`config.mk`:
```
export PLATFORM = sky130hd
export DESIGN_NAME = mem_port_arbiter_flat
export DESIGN_NICKNAME = d
export VERILOG_FILES = /design/src/rtl/mem_arb_pkg.sv /design/src/rtl/mem_port_arbiter_if.sv /design/src/rtl/mem_align_check.sv /design/src/rtl/mem_port_arbiter.sv /design/src/flat_wrapper.sv
export SDC_FILE = /design/constraint.sdc
export NUM_CORES = 1
export LEC_CHECK = 0
export ABC_AREA = 1
export BUFFER_PORTS_ARGS = -buffer_cell sky130_fd_sc_hd__clkbuf_2
export CORE_ASPECT_RATIO = 1.2
export CORE_MARGIN = 5
export CORE_UTILIZATION = 47
export CTS_BUF_LIST = sky130_fd_sc_hd__clkbuf_4 sky130_fd_sc_hd__clkbuf_8 sky130_fd_sc_hd__clkbuf_16
export CTS_CLUSTER_DIAMETER = 60
export DETAILED_ROUTE_END_ITERATION = 7
export PLACE_DENSITY_LB_ADDON = 0.2
export SYNTH_ARGS = -nofsm -noshare
export SYNTH_HDL_FRONTEND = slang
export SYNTH_SLANG_ARGS = --single-unit
```
`constraint.sdc`:
```
create_clock -name clock -period 2.1 [get_ports clock]
set_input_delay 0.21 -clock clock [delete_from_list [all_inputs] [get_ports clock]]
set_output_delay 0.21 -clock clock [all_outputs]
set_load 0.01 [all_outputs]
```
`src/rtl/mem_arb_pkg.sv`:
```
// Shared encodings for the instruction/data memory port arbiter:
// FSM states, access size codes and the size decode helper.
package mem_arb_pkg;

    typedef enum logic [1:0] {
        IDLE    = 2'd0,
        GRANT_I = 2'd1,
        GRANT_D = 2'd2,
        RESP    = 2'd3
    } state_e;

    typedef enum logic [1:0] {
        BYTE = 2'd0,
        HALF = 2'd1,
        WORD = 2'd2
    } size_e;

    // Byte select dominates halfword select; neither bit set means a word access.
    function automatic size_e size_code(input logic is_byte, input logic is_half);
        if (is_byte) return BYTE;
        if (is_half) return HALF;
        return WORD;
    endfunction

endpackage

```
`src/rtl/mem_port_arbiter_if.sv`:
```
// Bundles the fetch port, data port and shared memory port of the arbiter.
// Handshake: a requester raises req with its operands and holds them stable
// until the one-cycle ack; err is meaningful only while ack is high, and a req
// still high in the cycle after its ack counts as a new request.
interface mem_port_arbiter_if;

    logic        if_req;
    logic [31:0] if_addr;
    logic        if_ack;
    logic        if_err;
    logic [31:0] if_instr;

    logic        d_req;
    logic [31:0] d_addr;
    logic        d_we;
    logic        d_byte;
    logic        d_half;
    logic        d_sext;
    logic [31:0] d_wdata;
    logic        d_ack;
    logic        d_err;
    logic [31:0] d_rdata;

    logic [31:0] mem_addr;
    logic        mem_write_enable;
    logic        mem_byte;
    logic        mem_half_word;
    logic        mem_sign_extend;
    logic [31:0] mem_data_out;
    logic [31:0] mem_data_in;

    modport slave (
        input  if_req, if_addr,
        output if_ack, if_err, if_instr,
        input  d_req, d_addr, d_we, d_byte, d_half, d_sext, d_wdata,
        output d_ack, d_err, d_rdata,
        output mem_addr, mem_write_enable, mem_byte, mem_half_word,
        output mem_sign_extend, mem_data_out,
        input  mem_data_in
    );

    modport master (
        output if_req, if_addr,
        input  if_ack, if_err, if_instr,
        output d_req, d_addr, d_we, d_byte, d_half, d_sext, d_wdata,
        input  d_ack, d_err, d_rdata,
        input  mem_addr, mem_write_enable, mem_byte, mem_half_word,
        input  mem_sign_extend, mem_data_out,
        output mem_data_in
    );

endinterface

```
`src/rtl/mem_align_check.sv`:
```
// Flags an access whose address is misaligned for its size or lies beyond
// the end of memory. Purely combinational.
module mem_align_check
    import mem_arb_pkg::*;
#(
    parameter int unsigned MEM_SIZE = 16384
) (
    input  logic [31:0] addr,
    input  size_e       size,
    output logic        err
);

    always_comb begin
        err = 1'b0;
        if (addr >= MEM_SIZE) err = 1'b1;
        case (size)
            HALF:    if (addr[0]) err = 1'b1;
            WORD:    if (addr[1:0] != 2'b00) err = 1'b1;
            default: ;
        endcase
    end

endmodule

```
`src/rtl/mem_port_arbiter.sv`:
```
// Shares one memory port between an instruction fetch port and a data port.
// Data normally wins; a bounded starvation counter eventually lets fetch through.
module mem_port_arbiter
    import mem_arb_pkg::*;
#(
    parameter int unsigned STARVE_LIMIT = 4,
    parameter int unsigned MEM_SIZE     = 16384
) (
    input  logic               clock,
    input  logic               reset,
    mem_port_arbiter_if.slave  bus,
    output state_e             state_dbg
);

    localparam int unsigned      CNT_W   = $clog2(STARVE_LIMIT + 1);
    localparam logic [CNT_W-1:0] CNT_MAX = CNT_W'(STARVE_LIMIT);

    state_e           state_q, state_d;
    logic [CNT_W-1:0] cnt_q, cnt_d;
    logic [31:0]      lat_addr_q, lat_addr_d;
    logic [31:0]      lat_wdata_q, lat_wdata_d;
    size_e            lat_size_q, lat_size_d;
    logic             lat_we_q, lat_we_d;
    logic             lat_sext_q, lat_sext_d;
    logic             lat_is_i_q, lat_is_i_d;
    logic             lat_err_q, lat_err_d;
    logic [31:0]      if_instr_q, if_instr_d;
    logic [31:0]      d_rdata_q, d_rdata_d;

    logic  if_bad, d_bad, fetch_win, data_win, in_grant;
    size_e d_size;

    assign d_size = size_code(bus.d_byte, bus.d_half);

    mem_align_check #(.MEM_SIZE(MEM_SIZE)) u_if_check (
        .addr (bus.if_addr),
        .size (WORD),
        .err  (if_bad)
    );

    mem_align_check #(.MEM_SIZE(MEM_SIZE)) u_d_check (
        .addr (bus.d_addr),
        .size (d_size),
        .err  (d_bad)
    );

    always_comb begin
        state_d     = state_q;
        cnt_d       = cnt_q;
        lat_addr_d  = lat_addr_q;
        lat_wdata_d = lat_wdata_q;
        lat_size_d  = lat_size_q;
        lat_we_d    = lat_we_q;
        lat_sext_d  = lat_sext_q;
        lat_is_i_d  = lat_is_i_q;
        lat_err_d   = lat_err_q;
        if_instr_d  = if_instr_q;
        d_rdata_d   = d_rdata_q;
        fetch_win   = bus.if_req && (!bus.d_req || cnt_q == CNT_MAX);
        data_win    = bus.d_req && !fetch_win;

        case (state_q)
            IDLE: begin
                if (fetch_win) begin
                    lat_addr_d  = bus.if_addr;
                    lat_wdata_d = '0;
                    lat_size_d  = WORD;
                    lat_we_d    = 1'b0;
                    lat_sext_d  = 1'b0;
                    lat_is_i_d  = 1'b1;
                    lat_err_d   = if_bad;
                    cnt_d       = '0;
                    state_d     = if_bad ? RESP : GRANT_I;
                end else if (data_win) begin
                    lat_addr_d  = bus.d_addr;
                    lat_wdata_d = bus.d_wdata;
                    lat_size_d  = d_size;
                    lat_we_d    = bus.d_we;
                    lat_sext_d  = bus.d_sext;
                    lat_is_i_d  = 1'b0;
                    lat_err_d   = d_bad;
                    // Count only grants that actually made a waiting fetch wait.
                    if (!bus.if_req)          cnt_d = '0;
                    else if (cnt_q != CNT_MAX) cnt_d = cnt_q + CNT_W'(1);
                    state_d     = d_bad ? RESP : GRANT_D;
                end else begin
                    cnt_d = '0;
                end
            end
            GRANT_I: begin
                if_instr_d = bus.mem_data_in;
                state_d    = RESP;
            end
            GRANT_D: begin
                if (!lat_we_q) d_rdata_d = bus.mem_data_in;
                state_d = RESP;
            end
            RESP:    state_d = IDLE;
            default: state_d = IDLE;
        endcase
    end

    always_ff @(posedge clock) begin
        if (reset) begin
            state_q     <= IDLE;
            cnt_q       <= '0;
            lat_addr_q  <= '0;
            lat_wdata_q <= '0;
            lat_size_q  <= BYTE;
            lat_we_q    <= 1'b0;
            lat_sext_q  <= 1'b0;
            lat_is_i_q  <= 1'b0;
            lat_err_q   <= 1'b0;
            if_instr_q  <= '0;
            d_rdata_q   <= '0;
        end else begin
            state_q     <= state_d;
            cnt_q       <= cnt_d;
            lat_addr_q  <= lat_addr_d;
            lat_wdata_q <= lat_wdata_d;
            lat_size_q  <= lat_size_d;
            lat_we_q    <= lat_we_d;
            lat_sext_q  <= lat_sext_d;
            lat_is_i_q  <= lat_is_i_d;
            lat_err_q   <= lat_err_d;
            if_instr_q  <= if_instr_d;
            d_rdata_q   <= d_rdata_d;
        end
    end

    assign in_grant = (state_q == GRANT_I) || (state_q == GRANT_D);

    always_comb begin
        bus.mem_addr        = '0;
        bus.mem_data_out    = '0;
        bus.mem_byte        = 1'b0;
        bus.mem_half_word   = 1'b0;
        bus.mem_sign_extend = 1'b0;
        if (in_grant) begin
            bus.mem_addr        = lat_addr_q;
            bus.mem_data_out    = lat_wdata_q;
            bus.mem_byte        = (lat_size_q == BYTE);
            bus.mem_half_word   = (lat_size_q == HALF);
            bus.mem_sign_extend = lat_sext_q;
        end
    end

    // Reset must suppress the write even in the cycle the grant is aborted.
    assign bus.mem_write_enable = (state_q == GRANT_D) && lat_we_q && !reset;

    assign bus.if_ack   = (state_q == RESP) && lat_is_i_q;
    assign bus.if_err   = bus.if_ack && lat_err_q;
    assign bus.if_instr = if_instr_q;
    assign bus.d_ack    = (state_q == RESP) && !lat_is_i_q;
    assign bus.d_err    = bus.d_ack && lat_err_q;
    assign bus.d_rdata  = d_rdata_q;
    assign state_dbg    = state_q;

endmodule

```
`src/flat_wrapper.sv`:
```
// flat-port wrapper written by rule: the top's interface ports become plain ports
module mem_port_arbiter_flat import mem_arb_pkg::*;
#(
    parameter int unsigned STARVE_LIMIT = 4,
    parameter int unsigned MEM_SIZE     = 16384
)
  (clock, reset, state_dbg, bus_if_req, bus_if_addr, bus_if_ack, bus_if_err, bus_if_instr, bus_d_req, bus_d_addr, bus_d_we, bus_d_byte, bus_d_half, bus_d_sext, bus_d_wdata, bus_d_ack, bus_d_err, bus_d_rdata, bus_mem_addr, bus_mem_write_enable, bus_mem_byte, bus_mem_half_word, bus_mem_sign_extend, bus_mem_data_out, bus_mem_data_in);
  mem_port_arbiter_if bus_i ();
  input  logic clock;
  input  logic reset;
  output state_e state_dbg;
  input wire logic [$bits(bus_i.if_req)-1:0] bus_if_req;
  input wire logic [$bits(bus_i.if_addr)-1:0] bus_if_addr;
  output wire logic [$bits(bus_i.if_ack)-1:0] bus_if_ack;
  output wire logic [$bits(bus_i.if_err)-1:0] bus_if_err;
  output wire logic [$bits(bus_i.if_instr)-1:0] bus_if_instr;
  input wire logic [$bits(bus_i.d_req)-1:0] bus_d_req;
  input wire logic [$bits(bus_i.d_addr)-1:0] bus_d_addr;
  input wire logic [$bits(bus_i.d_we)-1:0] bus_d_we;
  input wire logic [$bits(bus_i.d_byte)-1:0] bus_d_byte;
  input wire logic [$bits(bus_i.d_half)-1:0] bus_d_half;
  input wire logic [$bits(bus_i.d_sext)-1:0] bus_d_sext;
  input wire logic [$bits(bus_i.d_wdata)-1:0] bus_d_wdata;
  output wire logic [$bits(bus_i.d_ack)-1:0] bus_d_ack;
  output wire logic [$bits(bus_i.d_err)-1:0] bus_d_err;
  output wire logic [$bits(bus_i.d_rdata)-1:0] bus_d_rdata;
  output wire logic [$bits(bus_i.mem_addr)-1:0] bus_mem_addr;
  output wire logic [$bits(bus_i.mem_write_enable)-1:0] bus_mem_write_enable;
  output wire logic [$bits(bus_i.mem_byte)-1:0] bus_mem_byte;
  output wire logic [$bits(bus_i.mem_half_word)-1:0] bus_mem_half_word;
  output wire logic [$bits(bus_i.mem_sign_extend)-1:0] bus_mem_sign_extend;
  output wire logic [$bits(bus_i.mem_data_out)-1:0] bus_mem_data_out;
  input wire logic [$bits(bus_i.mem_data_in)-1:0] bus_mem_data_in;
  assign bus_i.if_req = bus_if_req;
  assign bus_i.if_addr = bus_if_addr;
  assign bus_if_ack = bus_i.if_ack;
  assign bus_if_err = bus_i.if_err;
  assign bus_if_instr = bus_i.if_instr;
  assign bus_i.d_req = bus_d_req;
  assign bus_i.d_addr = bus_d_addr;
  assign bus_i.d_we = bus_d_we;
  assign bus_i.d_byte = bus_d_byte;
  assign bus_i.d_half = bus_d_half;
  assign bus_i.d_sext = bus_d_sext;
  assign bus_i.d_wdata = bus_d_wdata;
  assign bus_d_ack = bus_i.d_ack;
  assign bus_d_err = bus_i.d_err;
  assign bus_d_rdata = bus_i.d_rdata;
  assign bus_mem_addr = bus_i.mem_addr;
  assign bus_mem_write_enable = bus_i.mem_write_enable;
  assign bus_mem_byte = bus_i.mem_byte;
  assign bus_mem_half_word = bus_i.mem_half_word;
  assign bus_mem_sign_extend = bus_i.mem_sign_extend;
  assign bus_mem_data_out = bus_i.mem_data_out;
  assign bus_i.mem_data_in = bus_mem_data_in;
  mem_port_arbiter #(.STARVE_LIMIT(STARVE_LIMIT), .MEM_SIZE(MEM_SIZE)) u_core (.clock(clock), .reset(reset), .bus(bus_i), .state_dbg(state_dbg));
endmodule
```
Yosys cells after proc, flatten, opt, wreduce, memory -nomap -nowiden
Index checks and enable logic that the tools add are counted.
- register bits after elaboration: 139
- logic and storage cells: 89
- bits of input ports: 136
- $lt $le $gt $ge: 2
- bitwise gates (word level): 1
- reductions and logical operators: 23
- add/subtract/negate cells: 1
- multiplexer cells: 41
- eq/ne operators: 10
- operators by type and width (cell ; number):
    $mux 32 ; 6
    $ge 32x15->1 const B ; 2
    $mux 1 ; 20
    $mux 2 ; 9
    $mux 3 ; 4
    $logic_and 1x1->1 ; 8
    $eq 2x1->1 const B ; 3
    $eq 2x2->1 const B ; 3
    $pmux 2 s3 ; 1
    $reduce_and 2->1 ; 3
    $reduce_bool 2->1 ; 3
    $logic_not 1->1 ; 4
    $logic_not 2->1 ; 2
    $ne 4x3->1 const B ; 1
    $add 3x1->3 const B ; 1
    $eq 3x3->1 const B ; 1
    $ne 3x1->1 const B ; 1
    $ne 3x3->1 const B ; 1
    $logic_or 1x1->1 ; 2
    $pmux 1 s2 ; 1
    $reduce_or 2->1 ; 1
    $not 1->1 ; 1

Depth between registers and ports, before layout
Gate-level depths: netlist (run 1).
- depth in word-level cells: 10
- mapped depth: 11
- depth with buffers taken out: 9

Cells and area by module
A second synthesis (run 1) with hierarchy kept.
- cells, all modules: 965
- area total of the unflattened synthesis: 6253.5 um2
- by module, submodules not included (module ; times used ; area each (um2) ; cells an instance):
    mem_port_arbiter ; 1 ; 6065.8 ; 923
    mem_align_check ; 2 ; 93.8 ; 21

Least setup slack after synthesis (run 1)
OpenSTA, ideal clock, no wires.
- path kind: register -> output
- from: register u_core.state_q[0], in the netlist u_core.state_dbg[0]
- to: output bus_mem_data_out[11]
- stages on the path, launching flop included: 8
- buffers on the path: 3
- path slack: 0.324 ns
- arrival: 1.566 ns
- data required time: 1.890 ns
- path through: dfxtp_1 inv_1 ha_1 clkbuf_1 buf_2 buf_1 nand2_1 inv_1
- longest elaborated chain between the ends: 3
- elaborated cells between the ends (all ways): 4
- classes of those cells: eq/ne (2); mux (1); reduce/logical (1)
- RTL lines (element ; line ; RTL):
    from (decl) ; mem_port_arbiter.sv:18 ; state_e state_q, state_d;
    from (signal assigned) ; mem_port_arbiter.sv:117 ; state_q <= state_d;
    $eq 2x1->1 or $eq 2x2->1 (tied branches) ; mem_port_arbiter.sv:131 ; assign in_grant = (state_q == GRANT_I) || (state_q == GRANT_D);
    $logic_or 1x1->1 (*) ; mem_port_arbiter.sv:131 ;
    $mux 32 (*) ; mem_port_arbiter.sv:139 ; if (in_grant) begin
    to (decl) ; flat_wrapper.sv:32 ; output wire logic [$bits(bus_i.mem_data_out)-1:0] bus_mem_data_out;
Every way passes the cells marked *; elsewhere a longest branch is shown, timed or not.

Final worst setup path (run 1)
- from: register u_core.state_q[1], in the netlist u_core.state_dbg[1]
- to: output bus_mem_addr[20]
- longest elaborated chain between the ends: 3
- elaborated cells between the ends (all ways): 4
- classes of those cells: eq/ne (2); mux (1); reduce/logical (1)
- RTL lines (element ; line ; RTL):
    $eq 2x1->1 or $eq 2x2->1 (tied branches) ; mem_port_arbiter.sv:131 ;
    $logic_or 1x1->1 (*) ; mem_port_arbiter.sv:131 ;
    $mux 32 (*) ; mem_port_arbiter.sv:139 ;
    to (decl) ; flat_wrapper.sv:27 ; output wire logic [$bits(bus_i.mem_addr)-1:0] bus_mem_addr;
Marks and branches as above.

==> impl_metrics.tcl, run 1 <==
set metrics [dict create \
    p_clk_frac 0.233 \
    hold_viol 0 \
    switchingPower_mw 4.86 \
    hold_path_class "input port to flip-flop" \
    grt.overflow.total 0 \
    dp_hpwl_um 13700 \
    endpoint_kind "output pin" \
    regArea_sq_um 2790 \
    numCtsBuffers 17 \
    drive_above_1_share 0.289 \
    initial_core_util 0.480 \
    die-area_sq_um 15400 \
    gp_congestion 0.810 \
    drtIter0Drc 614 \
    final_common_cell "clkbuf_2" \
    avgViaCountPerCell 4.99 \
    finClkSkew_ns 0.0122 \
    rsz0062_at_grt "false" \
    drcViolationCount 0 \
    path_depth 6 \
    run_status "complete, no violations" \
    synth_seq_cells 139 \
    start_kind "flip-flop" \
    path_cells "inv_1, ha_4, clkbuf_16, nand2_1, inv_1, clkbuf_2" \
    postCtsHoldBufs 0 \
    wire_per_inst_um 14.6 \
    finalSetupTns_ns 0 \
    power_leakage_nw 4.72 \
    antenna_found_initial 0 \
    cp_top_family "buffers and inverters" \
    drv_slew 0 \
    relSlewSlack 0.714 \
    syn_avg_cell_area_sq_um 6.79 \
    diodes 0 \
    critical_path_class "flip-flop to output pin" \
    ff2ff_path_depth 8 \
    pwr-share-seq 0.345 \
    synthTopCellsByArea "dfxtp_1, nor2_1, nand2_1" \
    cp_num_buf_inv 4 \
    clockBufferDepth 2 \
    drv_cap 0 \
    cts_tree "done" \
    cp_data_required_time_ns 1.89 \
    cts-htree-levels 4 \
    crit_path_top_delay_cell "dfxtp_2" \
    clk_latency_ns 0.41 \
    cp-startpoint "u_core.state_dbg[1]" \
    fillCellCount 1241 \
    r2r_start "u_core.cnt_q[0]" \
    grt_pass1_wl_um 29900 \
    synth_area_sq_um 6110 \
    r2r_slack_ns 0.40 \
    peakVddDrop_uv 741 \
    wirelength_um 19400 \
    post-route-period-util 0.927 \
    die_w_um 114 \
    total_power_mw 11.9 \
    synth_cell_type_count 22 \
    top_level_ports 274 \
    grt_max_degree 78 \
    place.port_buffers 273 \
    rr_endpoint "u_core.lat_wdata_q[20]" \
    clk_pin_slew_ns 0.06 \
    grt_pass1_vias 6324 \
    slowest_delay_ns 0.35 \
    hp-start "bus_mem_data_in[22]" \
    fmax_mhz 514 \
    vias 6626 \
    layout_common_cells "clkbuf_2, nor2_1, nand2_1" \
    critPathCapture "bus_mem_addr[20]" \
    syn_nets 1043 \
    yosysTopAreaCellShare 0.455 \
    switching_share 0.409 \
    arrival_ns 1.74 \
    hold_ws_ns 0.0392 \
    combPwrFrac 0.422 \
    drt_pre_antenna_iters 5 \
    tightest_slew_ns 0.429 \
    nets 1295 \
    core_sq_um 12700 \
    finalSetupViolations 0 \
    ant_nets 0 \
    multi_input_area_sq_um 2660 \
    synth_top_area_cell "dfxtp_1" \
    power_density_nw_per_um2 1440 \
    synth_seq_area_share 0.455 \
    synth_cells 900 \
    syn_to_final_growth_pct 34.9 \
    die_h_um 135 \
    fin_crit_ns 1.95 \
    cts-root-buf "clkbuf_16" \
    cp_max_fo 34 \
    crit_top_cell "inv_1" \
    yosysWarnings 0 \
    p_int_mw 7.01 \
    track_usage 0.238 \
    num_rows 45 \
    cts_sinks 139 \
]
-- what timing repair did --
action,in CTS,in global routing
setup endpoints to repair,6,60
cloned,0,2
resized for setup,2,1
endpoints found under the hold margin,0,0
buffers inserted,0,0
-- stage by stage --
step | worst slack, ns | utilization | instances | cell area (sq um)
3_5_place_dp | 0.409 | 0.600 | 1295 | 7630
5_1_grt | 0.0552 | 0.648 | 1329 | 8240
6_report | 0.154 | 0.648 | 1329 | 8240
3_3_place_gp | 0.462 | 0.600 | 1295 | 7630
2_1_floorplan | 0.324 | - | 900 | 6110
4_1_cts | 0.0411 | 0.643 | 1327 | 8180
-- power groups by stage --
stage | combinational, mW | clock [mW] | sequential, mW
final | 5.01 | 2.77 | 4.09
after CTS | 4.78 | 2.82 | 4.09
after detailed placement | 4.76 | 0 | 4.11
after global placement | 4.69 | 0 | 4.10
after floorplan | 2.69 | 0 | 4.26
after global routing | 5.61 | 2.95 | 4.21
-- worst register-to-register path, stage by stage (launching register included) --
cell	delay, ns
dfxtp_1	0.36
inv_1	0.07
ha_1	0.19
nand2_1	0.09
nand2_1	0.08
nand2_2	0.29
buf_4	0.33
a21oi_1	0.11
nor2_1	0.12
-- state kept, by name (all words and copies together), names as in the netlist --
name                 count
u_core.bus.d_rdata      32
u_core.bus.if_instr     32
u_core.lat_addr_q       32
u_core.lat_wdata_q      32
u_core.cnt_q             3
u_core.lat_size_q        2
u_core.state_dbg         2
u_core.lat_err_q         1
u_core.lat_is_i_q        1
u_core.lat_sext_q        1
u_core.lat_we_q          1
-- Yosys cell counts, drive strengths merged --
master / count
a211oi: 2
or2: 1
and3: 1
nand2: 153
nor3: 4
nand3: 32
o211ai: 33
dfxtp: 139
buf: 22
clkbuf: 36
a21oi: 45
nor2: 200
nand4: 2
ha: 7
o21ai: 105
inv: 118
-- logic make-up (layout without fill, tap and decap cells) --
| kind of cell | Yosys count | count (layout) | share of synthesized area |
|---|---|---|---|
| and+or+nand+nor | 393 | 393 | 0.250 |
| buffers and inverters | 176 | 441 | 0.113 |
| adders and majority gates | 7 | 7 | 0.0143 |
| AOI/OAI and AO/OA | 185 | 185 | 0.167 |
| DFF | 139 | 139 | 0.455 |
-- how the worst min path moves through the flow --
stage / cells after the start / endpoint
5_1_grt: 3 / u_core.bus.d_rdata[23]
3_5_place_dp: 3 / u_core.bus.d_rdata[4]
2_1_floorplan: 1 / u_core.lat_addr_q[19]
3_3_place_gp: 3 / u_core.bus.d_rdata[26]
6_report: 3 / u_core.bus.if_instr[22]
4_1_cts: 3 / u_core.bus.d_rdata[4]
-- routing by layer --
layer,wire length (um),track usage,vias to the layer above
met5,0,0,-
met4,494,0.0871,0
met1,7790,0.287,3002
li1,-,-,3329
met3,1580,0.0717,42
met2,9530,0.400,253
-- cell type report --
class / instances / area share
Multi-Input combinational cell: 585 / 0.323
Tap cell: 164 / 0.0249
Timing Repair Buffer: 291 / 0.194
Sequential cell: 139 / 0.338
Inverter: 118 / 0.0539
Clock buffer: 18 / 0.0525
Clock inverter: 14 / 0.0138
Power figures use the tool's default switching activity.
==> inputs of run 2 (changes only) <==
CORE_UTILIZATION = 48   (was 47)
MAX_ROUTING_LAYER = met4   (was unset)
SYNTH_HIERARCHICAL = 1   (was unset)
==> impl_metrics.tcl, run 2 <==
set metrics [dict create \
    top_level_ports 274 \
    finalSetupViolations 0 \
    arrival_ns 1.76 \
    synth_enable_flop_cells 0 \
    grt_pass1_wl_um 29100 \
    synth_cell_type_count 23 \
    cts-root-buf "clkbuf_16" \
    pwr-share-seq 0.340 \
    wirelength_um 18300 \
    critical_path_class "flip-flop to output pin" \
    grt_pass1_vias 6193 \
    power_density_nw_per_um2 1440 \
    cts_tree "done" \
    run_status "complete, no violations" \
    antenna_found_initial 0 \
    peakVddDrop_uv 707 \
    layout_common_cells "clkbuf_2, nor2_1, nand2_1" \
    met2_usage 0.394 \
    cp_data_required_time_ns 1.89 \
    switchingPower_mw 4.82 \
    synth_common_cells "nor2_1, nand2_1, dfxtp_1" \
    endpoint_kind "output pin" \
    yosysTopAreaCellShare 0.445 \
    finalSetupTns_ns 0 \
    post_cts_buffers 0 \
    globalRoute.busiestLayer "met2" \
    wire_per_inst_um 13.1 \
    ant_nets 0 \
    drv_slew 0 \
    synth_ff_type "dfxtp_1" \
    grt_use_met1 0.292 \
    post-route-period-util 0.940 \
    multi_input_area_sq_um 2780 \
    place_area_sq_um 7730 \
    syn_avg_cell_area_sq_um 6.48 \
    fin_crit_ns 1.97 \
    synth_top_area_cell "dfxtp_1" \
    clk_pin_slew_ns 0.06 \
    drtIter0Drc 634 \
    finClkSkew_ns 0.0105 \
    fillCellCount 1271 \
    synthTopCellsByArea "dfxtp_1, nor2_1, nand2_1" \
    numCtsBuffers 17 \
    switching_share 0.402 \
    avgViaCountPerCell 4.78 \
    core_sq_um 12700 \
    num_rows 45 \
    gp_congestion 0.858 \
    clk_latency_ns 0.41 \
    drcViolationCount 0 \
    post-route-util 0.655 \
    cts-htree-levels 4 \
    fmax_mhz 507 \
    postCtsHoldBufs 0 \
    initial_core_util 0.491 \
    met3_usage 0.0462 \
    synth_cells 965 \
    power_leakage_nw 4.89 \
    cts_sinks 139 \
    hold_viol 0 \
    grt.overflow.total 0 \
    drt_pre_antenna_iters 5 \
    vias 6649 \
    diodes 0 \
    clockBufferDepth 2 \
    synth_area_sq_um 6250 \
    regArea_sq_um 2780 \
    async_flop_share 0 \
    die_w_um 114 \
    start_kind "flip-flop" \
    track_usage 0.237 \
    p_clk_frac 0.251 \
    relSlewSlack 0.564 \
    final_common_cell "clkbuf_2" \
    drive_above_1_share 0.271 \
    nets 1359 \
    rsz0062_at_grt "false" \
    combPwrFrac 0.409 \
    syn_nets 1109 \
    p_int_mw 7.17 \
    drv_cap 0 \
    syn_to_final_growth_pct 33.3 \
    tightest_slew_ns 0.653 \
    place.port_buffers 273 \
    hold_path_class "input port to flip-flop" \
    die_h_um 135 \
    cp_max_fo 20 \
    die-area_sq_um 15400 \
    yosysMostFrequentCell "nor2_1" \
    yosysWarnings 6 \
    grt_max_degree 54 \
    fin_area_sq_um 8340 \
    dp_hpwl_um 13200 \
    synth_seq_cells 139 \
    synth_seq_area_share 0.445 \
]
run 2: power groups by stage:
stage          registers [mW]  logic [mW]  clock network, mW
2_1_floorplan            4.24        2.91                  0
3_3_place_gp             4.10        4.83                  0
3_5_place_dp             4.11        4.89                  0
4_1_cts                  4.07        4.96               3.07
5_1_grt                  4.17        5.54               3.21
6_report                 4.07        4.91               3.01
run 2: kinds of logic after synthesis:
group,synth area share
XOR/XNOR,0.00140
AO/OA/AOI/OAI,0.119
buffers and inverters,0.113
flip-flops,0.445
adder cells (fa/ha/maj),0.0160
AND/OR/NAND/NOR,0.304
other,0.00120
run 2: layer usage:
metal  up-vias  routed length [um]  share of wire
met4         0                 250          0.014
met3        18                1260          0.069
li1       3442                   -              -
met2       248                9030           0.49
met5         -                   0              0
met1      2941                7710           0.42
run 2: worst paths after layout:
kind                                          start                endpoint  slack [ns]  cells after the start
worst min register to register     u_core/lat_err_q        u_core/lat_err_q        0.48                      2
worst max register to register  u_core/state_dbg[1]    u_core/lat_addr_q[4]        0.34                      9
worst max-delay path            u_core/state_dbg[1]    bus_mem_data_out[11]        0.13                      7
worst min-delay path                bus_d_wdata[23]  u_core/lat_wdata_q[23]        0.03                      3
run 2: critical path, cell delays in order (launching register included):
cell,delay (ns)
dfxtp_2,0.32
buf_4,0.12
inv_1,0.07
ha_4,0.32
buf_4,0.25
nand2_1,0.08
inv_1,0.07
clkbuf_2,0.13
run 2: layout make-up:
type	count	area share
clock buffers	18	0.0527
clock inverters	13	0.0186
inverters	121	0.0545
multi-input cells	646	0.334
flip-flops and latches	139	0.334
well taps	164	0.0246
repair buffers	290	0.182
run 2: per-stage QoR:
| step | setup slack, ns | hold WS [ns] | instances | total power, mW |
|---|---|---|---|---|
| floorplan | 0.353 | 0.345 | 965 | 7.15 |
| global route | 0.00254 | 0.0180 | 1391 | 12.9 |
| detailed placement | -0.00183 | 0.447 | 1360 | 9.00 |
| global placement | 0.0229 | 0.440 | 1360 | 8.93 |
| finish | 0.126 | 0.0341 | 1391 | 12.0 |
| CTS | 0.0768 | 0.0244 | 1391 | 12.1 |
run 2: what timing repair did:
| item | in CTS | in global routing |
|---|---|---|
| gates cloned | 0 | 0 |
| gates resized for setup | 2 | 1 |
| endpoints found under the setup margin | 19 | 13 |
==> inputs of run 3 (changes only) <==
RECOVER_POWER = 25   (was unset)
==> impl_metrics.tcl, run 3 (same netlist as run 2, synthesis figures left out) <==
set metrics [dict create \
    power_leakage_nw 4.67 \
    num_rows 45 \
    dr_wl_met2_um 9040 \
    ant_nets 0 \
    hold_viol 0 \
    p_clk_frac 0.253 \
    fmax_mhz 505 \
    vias 6657 \
    top_level_ports 274 \
    power_density_nw_per_um2 1440 \
    gp_congestion 0.858 \
    cp-startpoint "u_core/state_dbg[1]" \
    cts-root-buf "clkbuf_16" \
    peakVddDrop_uv 710 \
    endpoint_kind "output pin" \
    die_w_um 114 \
    tightest_slew_ns 0.653 \
    switching_share 0.407 \
    finClkSkew_ns 0.0100 \
    relSlewSlack 0.564 \
    initial_core_util 0.491 \
    clk_latency_ns 0.40 \
    top_layer "met4" \
    wirelength_um 18400 \
    switchingPower_mw 4.84 \
    critical_path_class "flip-flop to output pin" \
    grt.overflow.total 0 \
    run_status "complete, no violations" \
    hold_path_class "input port to flip-flop" \
    cts_sinks 139 \
    cts-htree-levels 4 \
    clockBufferDepth 2 \
    arrival_ns 1.77 \
    post-route-period-util 0.943 \
    core_sq_um 12700 \
    cts_tree "done" \
    numCtsBuffers 17 \
    fin_area_sq_um 8250 \
    wire_per_inst_um 13.2 \
    drv_slew 0 \
    met1_length_um 7900 \
    route.met3.wl_um 1220 \
    drcViolationCount 0 \
    rsz0062_at_grt "false" \
    drv_cap 0 \
    syn_to_final_growth_pct 32.0 \
    finalSetupViolations 0 \
    grt_pass1_vias 6193 \
    place.port_buffers 273 \
    final_common_cell "nor2_1" \
    combPwrFrac 0.404 \
    hp-start "bus_d_wdata[23]" \
    drt_pre_antenna_iters 5 \
    postCtsHoldBufs 0 \
    post_cts_buffers 0 \
    drtIter0Drc 626 \
    die-area_sq_um 15400 \
    cp_data_required_time_ns 1.89 \
    start_kind "flip-flop" \
    pwr-share-seq 0.343 \
    r2r_start "u_core/state_dbg[1]" \
    layout_common_cells "nor2_1, clkbuf_2, nand2_1" \
    grt_max_degree 54 \
    die_h_um 135 \
    fin_crit_ns 1.98 \
    antenna_found_initial 0 \
    track_usage 0.237 \
    diodes 0 \
    cp_max_fo 20 \
    dp_hpwl_um 13200 \
    drive_above_1_share 0.217 \
    p_int_mw 7.05 \
    place_area_sq_um 7730 \
    grt_pass1_wl_um 29100 \
    finalSetupTns_ns 0 \
    clk_pin_slew_ns 0.06 \
    nets 1359 \
    avgViaCountPerCell 4.79 \
]
## run 3: cell types whose count changed in the layout (fill, tap and decap cells not counted), sizes merged
cell	change
clkbuf	+1
buf	-1
## run 3: power by group through the flow
stage / Sequential [mW] / Combinational (mW) / Clock [mW]
after floorplan: 4.24 / 2.91 / 0
after global placement: 4.10 / 4.83 / 0
after detailed placement: 4.11 / 4.89 / 0
after CTS: 4.07 / 4.96 / 3.07
after global routing: 4.17 / 5.42 / 3.21
final: 4.07 / 4.80 / 3.01
## run 3: metrics by stage
step	power (mW)	setup slack [ns]	util	hold WS, ns	instances
6_report	11.9	0.119	0.649	0.0347	1391
5_1_grt	12.8	0.00262	0.649	0.0180	1391
4_1_cts	12.1	0.0768	0.655	0.0244	1391
3_5_place_dp	9.00	-0.00183	0.607	0.447	1360
3_3_place_gp	8.93	0.0229	0.607	0.440	1360
2_1_floorplan	7.15	0.353	-	0.345	965
## run 3: area by class of cell
type / instances / area [sq um]
Multi-Input combinational cell: 646 / 2780
Timing Repair Buffer: 290 / 1430
Inverter: 121 / 454
Fill cell: 1278 / 4470
Tap cell: 164 / 205
Clock buffer: 18 / 439
Sequential cell: 139 / 2780
Clock inverter: 13 / 155
## run 3: worst max-delay path, stage by stage, from the launching register on
cell,delay (ns)
dfxtp_2,0.32
buf_4,0.12
inv_1,0.07
ha_4,0.32
buf_4,0.25
nand2_1,0.08
inv_1,0.07
clkbuf_2,0.13
## run 3: timing repair
item	4_1_cts	5_1_grt
cloned	0	0
endpoints found under the setup margin	19	13
endpoints found under the hold margin	0	0
resized for setup	2	1
## run 3: final timing paths
check             depth (start not counted)  slack (ns)                endpoint
setup reg to reg                          9        0.32    u_core/lat_addr_q[4]
hold reg to reg                           2        0.48        u_core/lat_err_q
hold / removal                            3        0.03  u_core/lat_wdata_q[23]
setup / recovery                          7        0.12    bus_mem_data_out[11]
## run 3: layer usage
metal,vias up,GRT usage
met3,18,0.0462
met4,0,0.0713
li1,3440,-
met2,221,0.394
met5,-,-
met1,2978,0.292
